$ cat src/rtl/alu_control_fsm_if.sv
// alu_control_fsm_if: the control bundle between the multi-cycle control
// unit (master) and the 16-bit datapath (slave). The datapath supplies the
// opcode and the ALU status flags; the controller returns every mux select,
// write enable and debug status.
interface alu_control_fsm_if #(
    parameter int OPW    = 4,
    parameter int ALUOPW = 3
);
    logic [OPW-1:0]    opcode;
    logic              Zero;
    logic              AltB;
    logic              PCWrite;
    logic              IorD;
    logic              MemRead;
    logic              MemWrite;
    logic              IRWrite;
    logic              RegWrite;
    logic              MemtoReg;
    logic              ALUSrcA;
    logic [1:0]        ALUSrcB;
    logic [ALUOPW-1:0] ALUOp;
    logic [1:0]        PCSource;
    logic              halted;
    logic              illegal;
    logic [3:0]        state;

    modport master (
        input  opcode, Zero, AltB,
        output PCWrite, IorD, MemRead, MemWrite, IRWrite, RegWrite, MemtoReg,
               ALUSrcA, ALUSrcB, ALUOp, PCSource, halted, illegal, state
    );

    modport slave (
        output opcode, Zero, AltB,
        input  PCWrite, IorD, MemRead, MemWrite, IRWrite, RegWrite, MemtoReg,
               ALUSrcA, ALUSrcB, ALUOp, PCSource, halted, illegal, state
    );
endinterface

$ cat src/rtl/alu_control_fsm.sv
// alu_control_fsm: multi-cycle control unit for the 16-bit processor.
// Steps each instruction through fetch, decode, execute, memory and
// writeback, driving the ALU op select, datapath muxes and write enables.
// Optional build macro ILLEGAL_TRAP_EN: when defined, an illegal opcode
// traps into a sticky TRAP state; otherwise it executes as a 2-cycle NOP.
module alu_control_fsm #(
    parameter int OPW    = 4,
    parameter int ALUOPW = 3
) (
    input  logic              CLK,
    input  logic              Reset,
    alu_control_fsm_if.master bus
);

    typedef enum logic [3:0] {
        FETCH    = 4'd0,
        DECODE   = 4'd1,
        EXEC_R   = 4'd2,
        EXEC_I   = 4'd3,
        MEM_ADDR = 4'd4,
        MEM_RD   = 4'd5,
        MEM_WB   = 4'd6,
        MEM_WR   = 4'd7,
        WB       = 4'd8,
        BRANCH   = 4'd9,
        JUMP     = 4'd10,
        HALT     = 4'd11
`ifdef ILLEGAL_TRAP_EN
        , TRAP   = 4'd12
`endif
    } state_e;

    typedef struct packed {
        logic              pc_write;
        logic              iord;
        logic              mem_read;
        logic              mem_write;
        logic              ir_write;
        logic              reg_write;
        logic              mem_to_reg;
        logic              alu_src_a;
        logic [1:0]        alu_src_b;
        logic [ALUOPW-1:0] alu_op;
        logic [1:0]        pc_source;
        logic              halted;
        logic              illegal;
    } ctrl_t;

    localparam logic [OPW-1:0] OP_RMAX = OPW'(5);
    localparam logic [OPW-1:0] OP_ADDI = OPW'(6);
    localparam logic [OPW-1:0] OP_LW   = OPW'(7);
    localparam logic [OPW-1:0] OP_SW   = OPW'(8);
    localparam logic [OPW-1:0] OP_BEQ  = OPW'(9);
    localparam logic [OPW-1:0] OP_BLT  = OPW'(10);
    localparam logic [OPW-1:0] OP_JMP  = OPW'(12);
    localparam logic [OPW-1:0] OP_HALT = OPW'(15);

    localparam logic [ALUOPW-1:0] ALU_ADD = ALUOPW'(2);
    localparam logic [ALUOPW-1:0] ALU_SUB = ALUOPW'(3);
    localparam logic [ALUOPW-1:0] ALU_SLT = ALUOPW'(5);

    state_e         state_q;
    state_e         state_d;
    ctrl_t          ctl;
    logic [OPW-1:0] op;

    assign op = bus.opcode;

    // State register; reset returns to FETCH, abandoning any instruction in flight.
    always_ff @(posedge CLK) begin
        if (Reset) begin
            state_q <= FETCH;
        end else begin
            state_q <= state_d;
        end
    end

    // Next-state and Moore control decode; Reset masks every output so no enable leaks out during reset.
    always_comb begin
        state_d = state_q;
        ctl     = '0;
        case (state_q)
            FETCH: begin
                ctl.mem_read  = 1'b1;
                ctl.ir_write  = 1'b1;
                ctl.alu_src_b = 2'd1;
                ctl.alu_op    = ALU_ADD;
                ctl.pc_write  = 1'b1;
                state_d       = DECODE;
            end
            DECODE: begin
                // PC + imm8 is precomputed here so BRANCH can take it from ALUOut.
                ctl.alu_src_b = 2'd2;
                ctl.alu_op    = ALU_ADD;
                if (op <= OP_RMAX) begin
                    state_d = EXEC_R;
                end else begin
                    case (op)
                        OP_ADDI:       state_d = EXEC_I;
                        OP_LW, OP_SW:  state_d = MEM_ADDR;
                        OP_BEQ, OP_BLT: state_d = BRANCH;
                        OP_JMP:        state_d = JUMP;
                        OP_HALT:       state_d = HALT;
`ifdef ILLEGAL_TRAP_EN
                        default:       state_d = TRAP;
`else
                        default:       state_d = FETCH;
`endif
                    endcase
                end
            end
            EXEC_R: begin
                ctl.alu_src_a = 1'b1;
                ctl.alu_op    = ALUOPW'(op[2:0]);
                state_d       = WB;
            end
            EXEC_I: begin
                ctl.alu_src_a = 1'b1;
                ctl.alu_src_b = 2'd2;
                ctl.alu_op    = ALU_ADD;
                state_d       = WB;
            end
            WB: begin
                ctl.reg_write = 1'b1;
                state_d       = FETCH;
            end
            MEM_ADDR: begin
                ctl.alu_src_a = 1'b1;
                ctl.alu_src_b = 2'd2;
                ctl.alu_op    = ALU_ADD;
                state_d       = (op == OP_LW) ? MEM_RD : MEM_WR;
            end
            MEM_RD: begin
                ctl.mem_read = 1'b1;
                ctl.iord     = 1'b1;
                state_d      = MEM_WB;
            end
            MEM_WB: begin
                ctl.reg_write  = 1'b1;
                ctl.mem_to_reg = 1'b1;
                state_d        = FETCH;
            end
            MEM_WR: begin
                ctl.mem_write = 1'b1;
                ctl.iord      = 1'b1;
                state_d       = FETCH;
            end
            BRANCH: begin
                // The only Mealy output: PCWrite follows the ALU flag for the branch kind.
                ctl.alu_src_a = 1'b1;
                ctl.pc_source = 2'd1;
                if (op == OP_BLT) begin
                    ctl.alu_op   = ALU_SLT;
                    ctl.pc_write = bus.AltB;
                end else begin
                    ctl.alu_op   = ALU_SUB;
                    ctl.pc_write = bus.Zero;
                end
                state_d = FETCH;
            end
            JUMP: begin
                ctl.pc_source = 2'd2;
                ctl.pc_write  = 1'b1;
                state_d       = FETCH;
            end
            HALT: begin
                ctl.halted = 1'b1;
                state_d    = HALT;
            end
`ifdef ILLEGAL_TRAP_EN
            TRAP: begin
                ctl.illegal = 1'b1;
                state_d     = TRAP;
            end
`endif
            default: begin
                state_d = FETCH;
            end
        endcase
        if (Reset) begin
            ctl = '0;
        end
    end

    assign bus.PCWrite  = ctl.pc_write;
    assign bus.IorD     = ctl.iord;
    assign bus.MemRead  = ctl.mem_read;
    assign bus.MemWrite = ctl.mem_write;
    assign bus.IRWrite  = ctl.ir_write;
    assign bus.RegWrite = ctl.reg_write;
    assign bus.MemtoReg = ctl.mem_to_reg;
    assign bus.ALUSrcA  = ctl.alu_src_a;
    assign bus.ALUSrcB  = ctl.alu_src_b;
    assign bus.ALUOp    = ctl.alu_op;
    assign bus.PCSource = ctl.pc_source;
    assign bus.halted   = ctl.halted;
    assign bus.illegal  = ctl.illegal;
    assign bus.state    = Reset ? 4'd0 : state_q;

endmodule

$ cat src/flat_wrapper.sv
// flat-port wrapper written by rule: the top's interface ports become plain ports
module alu_control_fsm_flat 
#(
    parameter int OPW    = 4,
    parameter int ALUOPW = 3
)
  (CLK, Reset, bus_opcode, bus_Zero, bus_AltB, bus_PCWrite, bus_IorD, bus_MemRead, bus_MemWrite, bus_IRWrite, bus_RegWrite, bus_MemtoReg, bus_ALUSrcA, bus_ALUSrcB, bus_ALUOp, bus_PCSource, bus_halted, bus_illegal, bus_state);
  alu_control_fsm_if #(.OPW(OPW), .ALUOPW(ALUOPW)) bus_i ();
  input  logic CLK;
  input  logic Reset;
  input wire logic [$bits(bus_i.opcode)-1:0] bus_opcode;
  input wire logic [$bits(bus_i.Zero)-1:0] bus_Zero;
  input wire logic [$bits(bus_i.AltB)-1:0] bus_AltB;
  output wire logic [$bits(bus_i.PCWrite)-1:0] bus_PCWrite;
  output wire logic [$bits(bus_i.IorD)-1:0] bus_IorD;
  output wire logic [$bits(bus_i.MemRead)-1:0] bus_MemRead;
  output wire logic [$bits(bus_i.MemWrite)-1:0] bus_MemWrite;
  output wire logic [$bits(bus_i.IRWrite)-1:0] bus_IRWrite;
  output wire logic [$bits(bus_i.RegWrite)-1:0] bus_RegWrite;
  output wire logic [$bits(bus_i.MemtoReg)-1:0] bus_MemtoReg;
  output wire logic [$bits(bus_i.ALUSrcA)-1:0] bus_ALUSrcA;
  output wire logic [$bits(bus_i.ALUSrcB)-1:0] bus_ALUSrcB;
  output wire logic [$bits(bus_i.ALUOp)-1:0] bus_ALUOp;
  output wire logic [$bits(bus_i.PCSource)-1:0] bus_PCSource;
  output wire logic [$bits(bus_i.halted)-1:0] bus_halted;
  output wire logic [$bits(bus_i.illegal)-1:0] bus_illegal;
  output wire logic [$bits(bus_i.state)-1:0] bus_state;
  assign bus_i.opcode = bus_opcode;
  assign bus_i.Zero = bus_Zero;
  assign bus_i.AltB = bus_AltB;
  assign bus_PCWrite = bus_i.PCWrite;
  assign bus_IorD = bus_i.IorD;
  assign bus_MemRead = bus_i.MemRead;
  assign bus_MemWrite = bus_i.MemWrite;
  assign bus_IRWrite = bus_i.IRWrite;
  assign bus_RegWrite = bus_i.RegWrite;
  assign bus_MemtoReg = bus_i.MemtoReg;
  assign bus_ALUSrcA = bus_i.ALUSrcA;
  assign bus_ALUSrcB = bus_i.ALUSrcB;
  assign bus_ALUOp = bus_i.ALUOp;
  assign bus_PCSource = bus_i.PCSource;
  assign bus_halted = bus_i.halted;
  assign bus_illegal = bus_i.illegal;
  assign bus_state = bus_i.state;
  alu_control_fsm #(.OPW(OPW), .ALUOPW(ALUOPW)) u_core (.CLK(CLK), .Reset(Reset), .bus(bus_i));
endmodule
$ cat config.mk
export PLATFORM = sky130hd
export DESIGN_NAME = alu_control_fsm_flat
export DESIGN_NICKNAME = d
export VERILOG_FILES = /design/src/rtl/alu_control_fsm_if.sv /design/src/rtl/alu_control_fsm.sv /design/src/flat_wrapper.sv
export SDC_FILE = /design/constraint.sdc
export NUM_CORES = 1
export LEC_CHECK = 0
export CAP_MARGIN = 20
export CORE_MARGIN = 2
export CORE_UTILIZATION = 35
export CTS_CLUSTER_SIZE = 24
export DETAILED_ROUTE_END_ITERATION = 7
export GPL_ROUTABILITY_DRIVEN = 0
export PLACE_DENSITY_LB_ADDON = 0.25
export SYNTH_ARGS = -nofsm -noshare
export SYNTH_HDL_FRONTEND = slang
export SYNTH_SLANG_ARGS = --single-unit
export TNS_END_PERCENT = 20
$ cat constraint.sdc
create_clock -name CLK -period 5.25 [get_ports CLK]
set_input_delay 1.3125 -clock CLK [delete_from_list [all_inputs] [get_ports CLK]]
set_output_delay 1.3125 -clock CLK [all_outputs]
set_load 0.03 [all_outputs]
---- Yosys cells after proc, flatten, opt, wreduce, memory -nomap -nowiden ----
Cells that the tools add are included.
word-level totals
  logic and storage cells ................. 51
  register bits after elaboration ......... 4
  output and inout bits ................... 21
  input bits .............................. 8
cells by class
  reduce and logical (&&, ||, !) cells .... 11
  muxes and demuxes ....................... 20
  eq/ne operators ......................... 18
  $lt $le $gt $ge ......................... 1
operator list
  cell                                                            count
  == test 4 bit, second input constant                            9
  == test 4 x 3 -> 1 bit, second input constant                   6
  case mux 4 bit (6 select lines)                                 1
  case mux 4 bit (5 select lines)                                 1
  two-way mux 17 bit                                              1
  OR reduction 2 bit                                              7
  two-way mux 1 bit                                               9
  case mux 3 bit (3 select lines)                                 1
  == test 4 x 2 -> 1 bit, second input constant                   2
  two-way mux 4 bit                                               2
  case mux 2 bit (2 select lines)                                 2
  OR reduction 4 bit                                              2
  == test 4 x 1 -> 1 bit, second input constant                   1
  less-or-equal comparator 4 x 3 -> 1 bit, second input constant  1
  logical NOT 4 bit                                               1
  two-way mux 3 bit                                               1
  OR reduction 3 bit                                              1
  two-way mux 2 bit                                               1
  case mux 1 bit (2 select lines)                                 1

---- Logic depth before layout (Yosys ltp) ----
Gate-level depths: netlist of the first run.
  word-level depth ........................ 5
  mapped depth ............................ 5
  depth with buffers taken out ............ 3

---- Worst setup path before layout of the first run ----
Ideal clock, no wire load.
  kind .................................... input to output
  start point ............................. input Reset
  end point ............................... output bus_PCWrite
  path buffers ............................ 1
  path slack .............................. 1.000 ns
  required time ........................... 3.938 ns
  cell stages on the path ................. 4
  arrival ................................. 2.937 ns
  path through ............................ or2_2 -> clkbuf_1 -> nor3_1 -> a22o_1
between the ends
  longest elaborated chain between the ends .. 1
RTL lines
  item                line                    text
  start: declaration  flat_wrapper.sv:10      input logic Reset;
  two-way mux 17 bit  alu_control_fsm.sv:180  if (Reset) begin
  end: declaration    flat_wrapper.sv:14      output wire logic [$bits(bus_i.PCWrite)-1:0] bus_PCWrite;
Every way passes these cells.

---- Worst setup path in the final report of the first run ----
  start point ............................. input bus_opcode[2]
  end point ............................... output bus_ALUOp[1]
between the ends
  longest elaborated chain between the ends .. 4
RTL lines
  item                             line                    text
  start: declaration               flat_wrapper.sv:11      input wire logic [$bits(bus_i.opcode)-1:0] bus_opcode;
  == test 4 bit                    alu_control_fsm.sv:152  if (op == OP_BLT) begin
  two-way mux 3 bit                alu_control_fsm.sv:152
  case mux 3 bit (3 select lines)  alu_control_fsm.sv:82   case (state_q)
  two-way mux 17 bit               alu_control_fsm.sv:180
  end: declaration                 flat_wrapper.sv:23      output wire logic [$bits(bus_i.ALUOp)-1:0] bus_ALUOp;
Every way passes these cells.

==> results of run 1 <==
## layer usage
layer | vias to the layer above | global-route usage
met5 | - | 0
met4 | 0 | 0.05143
met1 | 331 | 0.2233
met3 | 0 | 0.03529
met2 | 23 | 0.2556
li1 | 365 | -
## final timing paths
path                                                   start                            to  slack [ps]  cells past startpoint
worst max-delay path                           bus_opcode[2]                  bus_ALUOp[1]         430                      5
worst min-delay path            u_core.state_q[2]$_SDFF_PP0_  u_core.state_q[2]$_SDFF_PP0_         690                      2
worst max register to register  u_core.state_q[3]$_SDFF_PP0_  u_core.state_q[3]$_SDFF_PP0_        3900                      2
worst min register to register  u_core.state_q[2]$_SDFF_PP0_  u_core.state_q[2]$_SDFF_PP0_         690                      2
## cell usage in the layout, fill, tap and decap left out, drive strengths merged, types with 2 or more instances in the layout
master | synthesis | final
and4bb | 2 | 2
clkdlybuf4s50 | 0 | 27
nand2 | 4 | 4
a311oi | 2 | 2
nor2 | 12 | 12
nor3 | 4 | 4
nor4 | 3 | 3
o21ai | 6 | 6
and3b | 3 | 3
dfxtp | 4 | 4
inv | 5 | 5
nor2b | 3 | 3
a21oi | 5 | 5
buf | 4 | 2
mux2i | 2 | 2
clkbuf | 8 | 3
## cell type report
cell class | count | area, µm² | share of cell area
Multi-Input combinational cell | 69 | 456.7 | 0.5105
Timing Repair Buffer | 29 | 285.3 | 0.3189
Sequential cell | 4 | 80.08 | 0.08951
Tap cell | 25 | 31.28 | 0.03497
Clock buffer | 3 | 22.52 | 0.02517
Inverter | 5 | 18.77 | 0.02098
## power by group
part	switching, mW	internal (mW)	total, mW
sequential	0.0131	0.0342	0.0473
clock	0.0125	0.0256	0.0381
combinational	0.0572	0.0460	0.103
total	0.0828	0.106	0.189
## logic make-up after synthesis
kind of cell,after synthesis,share of synthesized area
simple gates,44,0.4378
compound gates,20,0.2249
buf+inv,17,0.1385
flops,4,0.1285
mux,3,0.05020
xor+xnor,1,0.01406
other cells,1,0.006018
## worst reg2reg max path, cell delays in order (launching register included)
cell,delay (ps)
dfxtp_1,440
or4b_1,590
a311oi_2,240
## through the flow
| stage | instances | setup WS, ps |
|---|---|---|
| after floorplan | 90 | 1000 |
| after detailed placement | 132 | 429.9 |
| after CTS | 135 | 422.4 |
| after global routing | 135 | 334.2 |
| final | 135 | 433.8 |
| after global placement | 132 | 466.1 |
==> results.yml, run 1 <==
status:
  status: "completed"
power_and_ir_drop:
  p_leak_nw: 0.3192
  power.total_mw: 0.1886
  powerDensity_nw_per_um2: 210.8
  ir_worst_vdd_mv: 0.1198
clock_network:
  ctsHoldBuffers: 0
  cts.repair.resized: 0
  cts_num_sinks: 4
  cts_tree: "done"
  numCtsBuffers: 3
  h-tree-depth: 1
  cts_buffer_depth: 2
  cts_setup_buffers: 0
  cts_root_buf: "clkbuf_4"
  path_clk_slew_ps: 40
  clkLatencyLatePin_ps: 240
floorplanning:
  dieWidth_um: 46.20
  rows: 15
  fp.coreArea_um2: 1708
  dieArea_um2: 2134
  fp.dieH_um: 46.20
  start_util: 0.3648
  ios: 29
synth:
  yosys_warnings: 0
  yosysMostFrequentCell: "nor2_1"
  syn_inst: 90
  syn_avg_cell_area_um2: 6.923
  ys_seq_area_frac: 0.1285
  yosysTopAreaCellShare: 0.1285
  syn_nets: 98
  synth-async-reset-ratio: 0
  yosysTopAreaCell: "dfxtp_1"
  synth_edf_count: 0
  synth-seq-cells: 4
  synthTopCellsByCount: "12 x nor2_1, 8 x clkbuf_1, 6 x o21ai_0, 5 x a21oi_1, 5 x inv_1"
  synth_area_leaders: "dfxtp_1 13%, nor2_1 7.2%, o21ai_0 4.8%, clkbuf_1 4.8%, and3b_1 4.2%"
  synth_flop_cell: "dfxtp_1"
  synth_cell_type_count: 40
  synthesis.area_um2: 623.1
final_layout:
  reg_top3: "u_core.state_q x4"
  drive_above_1_share: 0.1000
  largest_register_ffs: 4
  regMostFlops: "u_core.state_q"
  layout.nets: 120
  final_util: 0.5238
  nFillCells: 173
  fin_area_um2: 894.6
  insertedDiodeCount: 0
  syn_to_final_growth_pct: 43.57
sta:
  worstMarginPinSlew_ps: 513.8
  rsz0062_at_grt: "no"
  slew_headroom: 0.6570
  fin_skew_ps: 2.058
  hold_viol_final: 0
  hold_slack_ps: 694.1
  drv_slew: 0
  finalCritPeriodShare: 0.9174
  fin_crit_ps: 4816
  setup_viol: 0
  fmax_ghz: 0.2076
  final.setup.tns_ps: 0
global_route:
  grtUsageTotal: 0.1641
  gr-total-overflow: 0
  grt_pass1_wl_um: 2580
  grt_pass1_vias: 571
  grt_max_degree: 17
  grt_antenna_before_repair: 0
detailed_routing:
  route.met3.wl_um: 69
  vias: 719
  drtAntennaViolNets: 0
  first_pass_iters: 4
  routed-wl-met2_um: 769
  routedWlPerCell_um: 12.01
  wl_met1_um: 782
  finalWirelength_um: 1621
  drc: 0
  top_layer: "met3"
  drt_iter0_drc: 5
  vias_per_cell: 5.326
critical_path:
  cp_num_buf_inv: 2
  end_kind: "output port"
  arrival_ps: 3500
  crit_top_cell: "clkdlybuf4s50_1"
  cpPeakStageDelay_ps: 690
  required_ps: 3940
  crit_chain: "clkdlybuf4s50_1, and4bb_2, or4_1, a21oi_1, clkdlybuf4s50_1"
  crit_fanout: 9
  critical_path.top_delay_family: "buffers and inverters"
  crit_path_top_delay_cell: "clkdlybuf4s50_1"
  startpoint_type: "input pin"
  criticalPathCategory: "in2out"
place:
  hpwl_um: 1195
  port_buffers: 27
  place_area_um2: 872.1
flow_run:
  timing.max_cap.violations: 0
hold_path:
  hold_class: "reg2reg"
Power figures use the tool's default switching activity.
==> run 2, diff against run 1 <==
--- a/config.mk
+++ b/config.mk
@@ -12,7 +12,8 @@
 export DETAILED_ROUTE_END_ITERATION = 7
 export GPL_ROUTABILITY_DRIVEN = 0
 export PLACE_DENSITY_LB_ADDON = 0.25
+export SLEW_MARGIN = 20
 export SYNTH_ARGS = -nofsm -noshare
 export SYNTH_HDL_FRONTEND = slang
 export SYNTH_SLANG_ARGS = --single-unit
-export TNS_END_PERCENT = 20
+export TNS_END_PERCENT = 100
==> results of run 2 <==
Final layout, timing and power as in run 1 (identical DEF).
